### src/rtl/mult_sequencer.sv
// Sequential 8x8 unsigned shift-and-add multiplier that borrows an external
// 9-bit adder: one partial-product add per cycle, eight cycles per multiply.
module mult_sequencer (
    input  logic        clk,
    input  logic        rst,
    input  logic        start,
    input  logic [7:0]  a,
    input  logic [7:0]  b,
    output logic [7:0]  add_a,
    output logic [7:0]  add_b,
    output logic        add_en,
    input  logic [8:0]  add_s,
    output logic [15:0] product,
    output logic        busy,
    output logic        done,
    output logic [1:0]  state_dbg
);

    // Handshake: start is a request sampled on each rising edge; it is taken
    // only in IDLE or DONE (never while busy). busy is high for exactly the
    // eight ADD cycles, then done pulses for one cycle with product valid.
    // product keeps that value until the next accepted start.
    typedef enum logic [1:0] {
        IDLE = 2'd0,
        ADD  = 2'd1,
        DONE = 2'd2
    } state_t;

    state_t      state;
    state_t      state_next;
    logic [7:0]  m_reg;
    logic [7:0]  acc;
    logic [7:0]  q_reg;
    logic [3:0]  cnt;
    logic        rst_hold;
    logic        accept;
    logic        load;
    logic        step;

    // rst_hold masks start on the first edge after reset release, so a start
    // that coincides with that edge cannot launch a multiply.
    assign accept = start && !rst_hold;

    always_ff @(posedge clk or posedge rst) begin
        if (rst) begin
            state <= IDLE;
        end else begin
            state <= state_next;
        end
    end

    always_comb begin
        state_next = state;
        load       = 1'b0;
        step       = 1'b0;
        case (state)
            IDLE: begin
                if (accept) begin
                    load       = 1'b1;
                    state_next = ADD;
                end
            end
            ADD: begin
                step = 1'b1;
                if (cnt == 4'd7) begin
                    state_next = DONE;
                end
            end
            DONE: begin
                if (accept) begin
                    load       = 1'b1;
                    state_next = ADD;
                end else begin
                    state_next = IDLE;
                end
            end
            default: begin
                state_next = IDLE;
            end
        endcase
    end

    // add_s is only consumed in ADD, so a floating bus elsewhere never leaks in.
    always_ff @(posedge clk or posedge rst) begin
        if (rst) begin
            m_reg    <= 8'd0;
            acc      <= 8'd0;
            q_reg    <= 8'd0;
            cnt      <= 4'd0;
            rst_hold <= 1'b1;
        end else begin
            rst_hold <= 1'b0;
            if (load) begin
                m_reg <= a;
                acc   <= 8'd0;
                q_reg <= b;
                cnt   <= 4'd0;
            end else if (step) begin
                acc   <= add_s[8:1];
                q_reg <= {add_s[0], q_reg[7:1]};
                cnt   <= cnt + 4'd1;
            end
        end
    end

    always_comb begin
        busy   = 1'b0;
        done   = 1'b0;
        add_en = 1'b0;
        add_a  = 8'd0;
        add_b  = 8'd0;
        case (state)
            ADD: begin
                busy   = 1'b1;
                add_en = 1'b1;
                add_a  = acc;
                add_b  = q_reg[0] ? m_reg : 8'd0;
            end
            DONE: begin
                done = 1'b1;
            end
            default: begin
                busy = 1'b0;
            end
        endcase
    end

    assign product   = {acc, q_reg};
    assign state_dbg = state;

endmodule

### config.mk
export PLATFORM = sky130hd
export DESIGN_NAME = mult_sequencer
export DESIGN_NICKNAME = d
export VERILOG_FILES = /design/src/rtl/mult_sequencer.sv
export SDC_FILE = /design/constraint.sdc
export NUM_CORES = 1
export LEC_CHECK = 0
export ABC_AREA = 1
export CAP_MARGIN = 20
export CELL_PAD_IN_SITES_DETAIL_PLACEMENT = 0
export CELL_PAD_IN_SITES_GLOBAL_PLACEMENT = 2
export CORE_AREA = 2 2 82 84
export CTS_BUF_LIST = sky130_fd_sc_hd__clkbuf_4
export DETAILED_ROUTE_END_ITERATION = 7
export DIE_AREA = 0 0 84 86
export PLACE_DENSITY_LB_ADDON = 0.25
export SETUP_SLACK_MARGIN = 0.4
export SLEW_MARGIN = 20
export SYNTH_ARGS = -nofsm -noshare
export SYNTH_HDL_FRONTEND = slang
export SYNTH_SLANG_ARGS = --single-unit
### constraint.sdc
create_clock -name clk -period 1.3 [get_ports clk]
set_clock_uncertainty 0.05 [all_clocks]
set_input_delay 0.13 -clock clk [delete_from_list [all_inputs] [get_ports clk]]
set_output_delay 0.13 -clock clk [all_outputs]
set_load 0.05 [all_outputs]
### After elaboration in Yosys (flattened, before gate mapping)

Cells that the tools add are included.

| storage, ports and cells | value |
|---|---|
| bits in registers | 31 |
| latch bits | 0 |
| bits in writable memories | 0 |
| bits in read-only memories | 0 |
| input port bits | 28 |
| logic and storage cells | 35 |
| memories kept | 0 |

| cells by class | value |
|---|---|
| add/subtract/negate cells | 1 |
| $mul | 0 |
| div/mod/pow operators | 0 |
| magnitude comparators | 0 |
| equality and inequality tests | 5 |
| shift operators | 0 |
| mux-type cells | 17 |
| bitwise gates (word level) | 0 |
| reductions and logical operators | 6 |

Operator list:

| operator | count |
|---|---|
| two-way mux 8 bit | 7 |
| two-way mux 4 bit | 2 |
| one-hot mux 2 bit (3 select lines) | 1 |
| two-way mux 1 bit | 5 |
| adder 4 x 1 -> 4 bit (second input constant) | 1 |
| == test 4 x 3 -> 1 bit (second input constant) | 1 |
| two-way mux 2 bit | 2 |
| inequality test 2 bit (second input constant) | 2 |
| == test 2 x 1 -> 1 bit (second input constant) | 1 |
| == test 2 bit (second input constant) | 1 |
| zero test 2 bit | 1 |
| AND reduction 2 bit | 1 |
| nonzero test 2 bit | 1 |
| OR reduction 2 bit | 1 |
| logical AND 1 bit | 1 |
| zero test 1 bit | 1 |

### Logic depth before layout (Yosys ltp)

Gate-level depths: netlist of run 1.

| logic depth | value |
|---|---|
| depth in word-level cells | 5 |
| depth in mapped cells | 6 |

### Worst setup path before layout of run 1

Ideal clock, no wire load.

| timing | value |
|---|---|
| path type | reg-to-output |
| start | register state[0], in the netlist state_dbg[0] |
| end | output port add_b[0] |
| data arrival time | 1.775 ns |
| data required time | 1.120 ns |
| slack | -0.655 ns |
| stages on the path, launching flop included | 5 |
| cells stage by stage | dfrtp_1 nand2_2 inv_2 nand2_1 nor2_1 |

| between the ends | value |
|---|---|
| cells in the longest elaborated chain, start to end | 2 |

RTL lines:

| what | RTL line | RTL |
|---|---|---|
| start, declared | 29 | `state_t state;` |
| start signal, assigned | 48 | `state <= state_next;` |
| == test 2 x 1 -> 1 bit | 112 | `case (state)` |
| two-way mux 8 bit | 112 |  |
| end, declared | 10 | `output logic [7:0] add_b,` |

No other way between the ends.

### Final worst setup path of run 1

| timing | value |
|---|---|
| start | register state[1], in the netlist state_dbg[1] |
| end | output port add_b[4] |

Same word-level chain as after synthesis.

==> summary.md, run 1 <==
| Metric | Value |
|---|---|
| Site row count | 29 |
| Setup repair after global routing missed its margin | true |
| Global route total overflow | 0 |
| Layout cell share with drive strength beyond 1 | between 40% and 50% |
| Fin nets | 296 |
| Library cell appearing most often on the critical path | nand2_8 |
| Leak | approximately 1.4 nW |
| Power per unit of standard cell area | approximately 3000 nW/um^2 |
| Total of endpoints with negative setup slack in the final report | 50 |
| Fin area | approximately 3100 sq um |
| Pre-CTS WS | roughly 3.2 ps |
| Half-perimeter wire length after placement | approximately 3000 um |
| Setup crit start kind | flop |
| Post-DR vias/cell | approximately 4.1 |
| Total CTS buffers | 5 |
| Placeable core region | 6277 sq um |
| Final wirelength | roughly 4400 um |
| Post-synth net total | 200 |
| Achievable clock frequency | between 600 and 700 MHz |
| Worst path required time | approximately 1100 ps |
| Number of pins with negative max-slew slack in the final report | 0 |
| CTS clock-pin slew for the worst setup and hold paths | approximately 100 ps |
| Final total power | between 9 and 10 mW |
| Minimum period implied by the final worst setup slack | between 1500 and 2000 ps |
| Critical-path maximum fanout | 7 |
| Area of the mapped netlist | about 1500 sq um |
| Final worst-path cycle share | 117.8% |
| Avg Synthesized Cell Area | about 8.6 sq um |
| Average detailed-routed wire length per instance | between 10 and 15 um |
| Worst IR drop on VDD | between 0.0015 and 0.002 V |
| Clock Path Buffers | 2 |
| Number of buffer cells added on primary ports | 64 |
| Final RePlAce weighted congestion | 0.6943 |
| Total via count after detailed routing | between 1,000 and 1,500 |
| Skew-Pair Late Insertion Delay | 330 ps |
| Status | finished with violations |
| Sum of negative setup slack | -4971 ps |
| Violated checks | negative setup slack |
| Synth-to-layout area growth | 114.8% |
| Maximum number of pins on one net before global-route repair | 32 |
| Final WS setup | -231.2 ps |
| Initial Util | approximately a quarter |
| Series of cell instances along the critical path | inv_4, nand2_8, inv_8, nand2_8, nor2_4, buf_12 |
| Number of global-route vias before repair | 1,418 |
| Wire length of the first global-routing pass | ~6800 um |
| Worst hold path class | in2async |
| Worst Path Class, Setup | reg2out |
| I/O pin count | 65 |
| Total Die Area | 7224 sq um |
| TritonCTS clock tree | done |
| DRC | 0 |
| Count of antenna-violating nets left after detailed routing | 0 |
| Seq cells post-synth | 31 |
| Antenna Cells | 0 |
| Endpoints failing hold | 0 |
| First DRT Iteration DRCs | 17 |
| Data arrival time of the critical path | 1350 ps |
| Die span in y | around 86 um |
| Number of library cell types mapped by synthesis | 22 |
| Clock Tree Root | clkbuf_4 |
| Max Cap Viol | 0 |
| Sinks on the clock net | 31 |
| Critical-path top delay cell | dfrtp_2 |
| Worst reg-to-reg path cell count | 7 |
| Number of instances in the synthesized netlist | 171 |
| Width of the die | 84 um |
| Maximum cell stage delay along the critical path | approximately 430 ps |
| Crit end category | output port |
| Antenna violations before repair | 0 |
| Layout Utilization | 50.09% |
| H-tree depth | 2 |
| Placed Area | ~2800 sq um |
| Syn. warnings | 0 |
| Detailed-routing iteration count for the pre-antenna-repair pass | 4 |
| Sequential-to-total area share from yosys stat | roughly 53% |
| All-Layer GR Usage | a little under an eighth |
==> cell usage in the layout (no fill, tap or decap), types with 2 or more instances in the layout <==
cell type        instances
o21ai_2                  7
nand3_2                  3
inv_1                   17
nand2_8                  3
dfrtp_1                 27
inv_4                    2
nor2_4                  17
inv_2                    2
clkinv_8                 2
nor2_1                   7
o21ai_1                  8
buf_4                   17
buf_12                  40
clkbuf_4                 7
nand2_1                 41
buf_6                    3
dfrtp_2                  2
clkdlybuf4s50_1         27
nand3_1                  7
buf_8                    3
nand2_2                 14
inv_8                    3
==> synth_stat cells <==
cell	instances	area, sq um
nand3_4	1	17.52
inv_4	1	6.260
dfrtp_1	30	750.7
nand2_4	1	11.26
ha_1	1	12.51
inv_2	2	7.510
buf_2	1	5.000
buf_6	3	33.78
xor2_1	1	8.760
inv_6	1	8.760
buf_12	1	20.02
dfstp_2	1	26.28
nand3_1	8	40.04
o21ai_2	7	61.31
buf_4	1	7.510
nand2_2	3	18.77
conb_1	1	3.750
nand2_1	54	202.7
nand3_2	2	20.02
o21ai_0	8	40.04
inv_1	19	71.32
nor2_1	24	90.09
==> cell type report <==
cell class / instances / area [sq um]
clock buffers: 7 / 52.55
clock inverters: 1 / 5.005
fillers: 565 / 3133
inverters: 23 / 116.4
multi-input cells: 111 / 730.7
flip-flops and latches: 31 / 783.3
well taps: 77 / 96.34
repair buffers: 91 / 1310
repair inverters: 4 / 50.05
==> cell families after synthesis <==
kind of cell	count (synthesis)	synth area share, %
DFF	31	53.08
xor gates and xnor gates	1	0.5984
buffers and inverters	29	10.94
other	1	0.2562
and+or+nand+nor	93	27.35
adders and majority gates	1	0.8546
AOI/OAI and AO/OA	15	6.923
==> timing repair <==
| item | 4_1_cts | 5_1_grt |
|---|---|---|
| cloned | 1 | 4 |
| buffers inserted | 14 | 4 |
| hold buffers | 0 | 0 |
| setup endpoints to repair | 67 | 67 |
| pin swaps | 2 | 2 |
| gates resized for setup | 12 | 18 |
==> per-stage QoR <==
stage / cells / hold WS, ps
after floorplan: 171 / 182.6
after detailed placement: 314 / 444.7
after CTS: 337 / 66.82
final: 345 / 81.59
after global routing: 345 / 77.15
after global placement: 314 / 442.7
==> report_power, final <==
part | switching, mW | internal [mW] | total, mW
sequential | 0.386 | 1.43 | 1.82
combinational | 3.73 | 3.30 | 7.02
clock | 0.331 | 0.252 | 0.584
total | 4.44 | 4.98 | 9.42
==> metal layers <==
metal,part of all wire (%),wire (um),vias to the layer above,global-route usage [%]
met5,0,0,-,0
met4,2.2,94,0,4.106
met3,5.8,253,8,4.235
met2,48,2095,51,18.76
met1,44,1921,646,15.36
li1,-,-,718,-
==> worst max-delay path: cells and delay by family (launching register included) <==
kind                   cells  cell delay [ps]
and+or+nand+nor            3              290
DFF                        1              430
buffers and inverters      3              290
==> path summary, 6_finish.rpt <==
path                               from            to  slack, ps
min                                 rst  state_dbg[1]         80
min in group clk               add_s[7]        acc[6]        290
max in group asynchronous           rst      rst_hold        880
max                        state_dbg[1]      add_b[4]       -230
max reg2reg                state_dbg[0]        cnt[2]       -110
min reg2reg                    m_reg[7]      m_reg[7]        460
Power figures use the tool's default switching activity.
==> inputs of run 2 (changes only) <==
--- a/config.mk
+++ b/config.mk
@@ -9,10 +9,11 @@
 export CAP_MARGIN = 20
 export CELL_PAD_IN_SITES_DETAIL_PLACEMENT = 0
 export CELL_PAD_IN_SITES_GLOBAL_PLACEMENT = 2
-export CORE_AREA = 2 2 82 84
+export CORE_AREA = 5 5 85 87
 export CTS_BUF_LIST = sky130_fd_sc_hd__clkbuf_4
+export CTS_CLUSTER_SIZE = 40
 export DETAILED_ROUTE_END_ITERATION = 7
-export DIE_AREA = 0 0 84 86
+export DIE_AREA = 0 0 90 92
 export PLACE_DENSITY_LB_ADDON = 0.25
 export SETUP_SLACK_MARGIN = 0.4
 export SLEW_MARGIN = 20
==> summary.md, run 2 (synthesis results as in run 1) <==
| Metric | Value |
|---|---|
| Total CTS buffers | 5 (unchanged) |
| Commonest non-fill, non-tap cell in the layout | buf_12 (was nand2_1) |
| Fin area | 3257 sq um (was 3144 sq um) |
| Critical-path maximum fanout | 7 (unchanged) |
| Wire length of the first global-routing pass | 7700 um (was 6755 um) |
| Setup repair after global routing missed its margin | true (unchanged) |
| Site row count | 29 (unchanged) |
| Clock Path Buffers | 2 (unchanged) |
| Sum of negative setup slack | -5172 ps (was -4971 ps) |
| Number of global-route vias before repair | 1,532 (was 1,418) |
| Capture point of the worst reg-to-reg path | acc[5] (was cnt[2]) |
| Fin nets | 294 (was 296) |
| Status | finished with violations (unchanged) |
| R2R setup slack | -80 ps (was -110 ps) |
| Number of buffers inserted by hold repair at cts | 0 (unchanged) |
| Final wirelength | 4615 um (was 4366 um) |
| Data arrival time of the critical path | 1350 ps (about the same) |
| Antenna Cells | 0 (unchanged) |
| Minimum period implied by the final worst setup slack | 1534 ps (was 1531 ps) |
| Setup crit start kind | flop (unchanged) |
| Series of cell instances along the critical path | inv_4, nand2_8, inv_8, nand2_8, nor2_4, buf_12 (unchanged) |
| All-Layer GR Usage | 11.51% (was 11.96%) |
| Sinks on the clock net | 31 (unchanged) |
| Die span in y | 92 um (was 86 um) |
| Endpoints failing hold | 0 (unchanged) |
| Total area of sequential cells | 783.3 sq um (unchanged) |
| Number of buffer cells added on primary ports | 64 (unchanged) |
| Clock Tree Root | clkbuf_4 (unchanged) |
| Total of endpoints with negative setup slack in the final report | 48 (was 50) |
| Skew-Pair Late Insertion Delay | 330 ps (about the same) |
| TritonCTS clock tree | done (unchanged) |
| Worst Path Class, Setup | reg2out (unchanged) |
| Maximum number of pins on one net before global-route repair | 32 (unchanged) |
| Global route total overflow | 0 (unchanged) |
| Worst hold path class | in2async (unchanged) |
| Final WS setup | -233.6 ps (was -231.2 ps) |
| Post-DR vias/cell | 4.134 (was 4.125) |
| Initial Util | 23.32% (unchanged) |
| Leak | 1.532 nW (was 1.438 nW) |
| Detailed-routing iteration count for the pre-antenna-repair pass | 4 (unchanged) |
| Worst path required time | 1120 ps (about the same) |
| Final RePlAce weighted congestion | 0.7135 (was 0.6943) |
| Worst reg-to-reg path cell count | 6 (was 7) |
| Worst IR drop on VDD | 0.001763 V (was 0.001827 V) |
| Beginning of the worst register-to-register path | state_dbg[0] (unchanged) |
| Power per unit of standard cell area | 2950 nW/um^2 (was 2998 nW/um^2) |
| Layout cell share with drive strength beyond 1 | 55.64% (was 49.25%) |
| Half-perimeter wire length after placement | 3098 um (was 3004 um) |
| Placeable core region | 6277 sq um (unchanged) |
| Total via count after detailed routing | 1,418 (was 1,423) |
| First DRT Iteration DRCs | 34 (was 17) |
| Synth-to-layout area growth | 122.5% (was 114.8%) |
| Average detailed-routed wire length per instance | 13.45 um (was 12.66 um) |
| Antenna violations before repair | 0 (unchanged) |
| I/O pin count | 65 (unchanged) |
| Library cell appearing most often on the critical path | nand2_8 (unchanged) |
| CTS clock-pin slew for the worst setup and hold paths | 100 ps (about the same) |
| H-tree depth | 2 (unchanged) |
| Worst setup endpoint | add_b[6] (was add_b[4]) |
| Crit end category | output port (unchanged) |
| Maximum cell stage delay along the critical path | 440 ps (was 430 ps) |
| Final worst-path cycle share | 118.0% (was 117.8%) |
| Max Cap Viol | 0 (unchanged) |
| Achievable clock frequency | 652.1 MHz (was 653.1 MHz) |
| Total Die Area | 8280 sq um (was 7224 sq um) |
| Width of the die | 90 um (was 84 um) |
| Critical-path top delay cell | dfrtp_2 (unchanged) |
| Violated checks | negative setup slack (unchanged) |
| Count of antenna-violating nets left after detailed routing | 0 (unchanged) |
| Worst setup startpoint | state_dbg[1] (unchanged) |
| Placed Area | 2788 sq um (was 2780 sq um) |
| Number of pins with negative max-slew slack in the final report | 0 (unchanged) |
| Filler instances | 586 (was 565) |
| DRC | 0 (unchanged) |
| Most frequent cells in the layout | buf_12 (41), nand2_1 (31), dfrtp_1 (27), clkdlybuf4s50_1 (27) (was nand2_1 (41), buf_12 (40), dfrtp_1 (27), clkdlybuf4s50_1 (27)) |
| Multi-input combinational cell area | 835.8 sq um (was 730.7 sq um) |
==> run 2: what timing repair did <==
item / CTS / global route
pin swaps: 19 / 5
buffers inserted: 11 / 5
gates cloned: 2 / 2
endpoints found under the setup margin: 67 / 67
resized for setup: 39 / 19
==> run 2: cell type report <==
cell class	instances	share of cell area, %
Timing Repair inverter	3	1.345
Timing Repair Buffer	90	40.15
Clock buffer	8	1.844
Sequential cell	31	24.05
Multi-Input combinational cell	111	25.66
Inverter	23	3.995
Tap cell	77	2.958
==> run 2: metal layers <==
layer	GRT usage [%]	share of wire (%)	vias up
li1	-	-	704
met1	13.60	43	654
met2	19.15	48	55
met3	4.828	7.8	5
met4	3.350	1.1	0
met5	0	0	-
==> run 2: worst max-delay path, delay by kind of cell, from the launching register on <==
kind	cells	cell delay [ps]
buffers and inverters	3	290
flip-flops	1	440
AND/OR/NAND/NOR	3	280
==> run 2: metrics by stage <==
stage,setup WS (ps),hold WS [ps],cells,utilization [%],power [mW]
final,-233.6,82.29,343,51.88,9.606
after global routing,-305.3,89.45,343,51.88,10.16
after CTS,-285.6,73.00,336,49.77,9.565
after detailed placement,14.40,427.2,315,44.41,8.188
after global placement,32.95,422.2,315,44.41,8.173
after floorplan,-84.83,182.6,171,-,5.325
==> run 2: worst min-delay path by stage <==
stage | start | end | cells after the start
floorplan | rst | acc[0] | 1
global route | rst | m_reg[6] | 3
finish | rst | m_reg[6] | 3
detailed placement | m_reg[7] | m_reg[7] | 2
global placement | m_reg[7] | m_reg[7] | 2
CTS | rst | state_dbg[0] | 3
==> run 2: where the power goes <==
| group | leakage, nW | internal, mW | switching [mW] |
|---|---|---|---|
| Combinational | 1.12 | 3.35 | 3.81 |
| Clock | 0.0368 | 0.278 | 0.333 |
| Sequential | 0.375 | 1.43 | 0.408 |
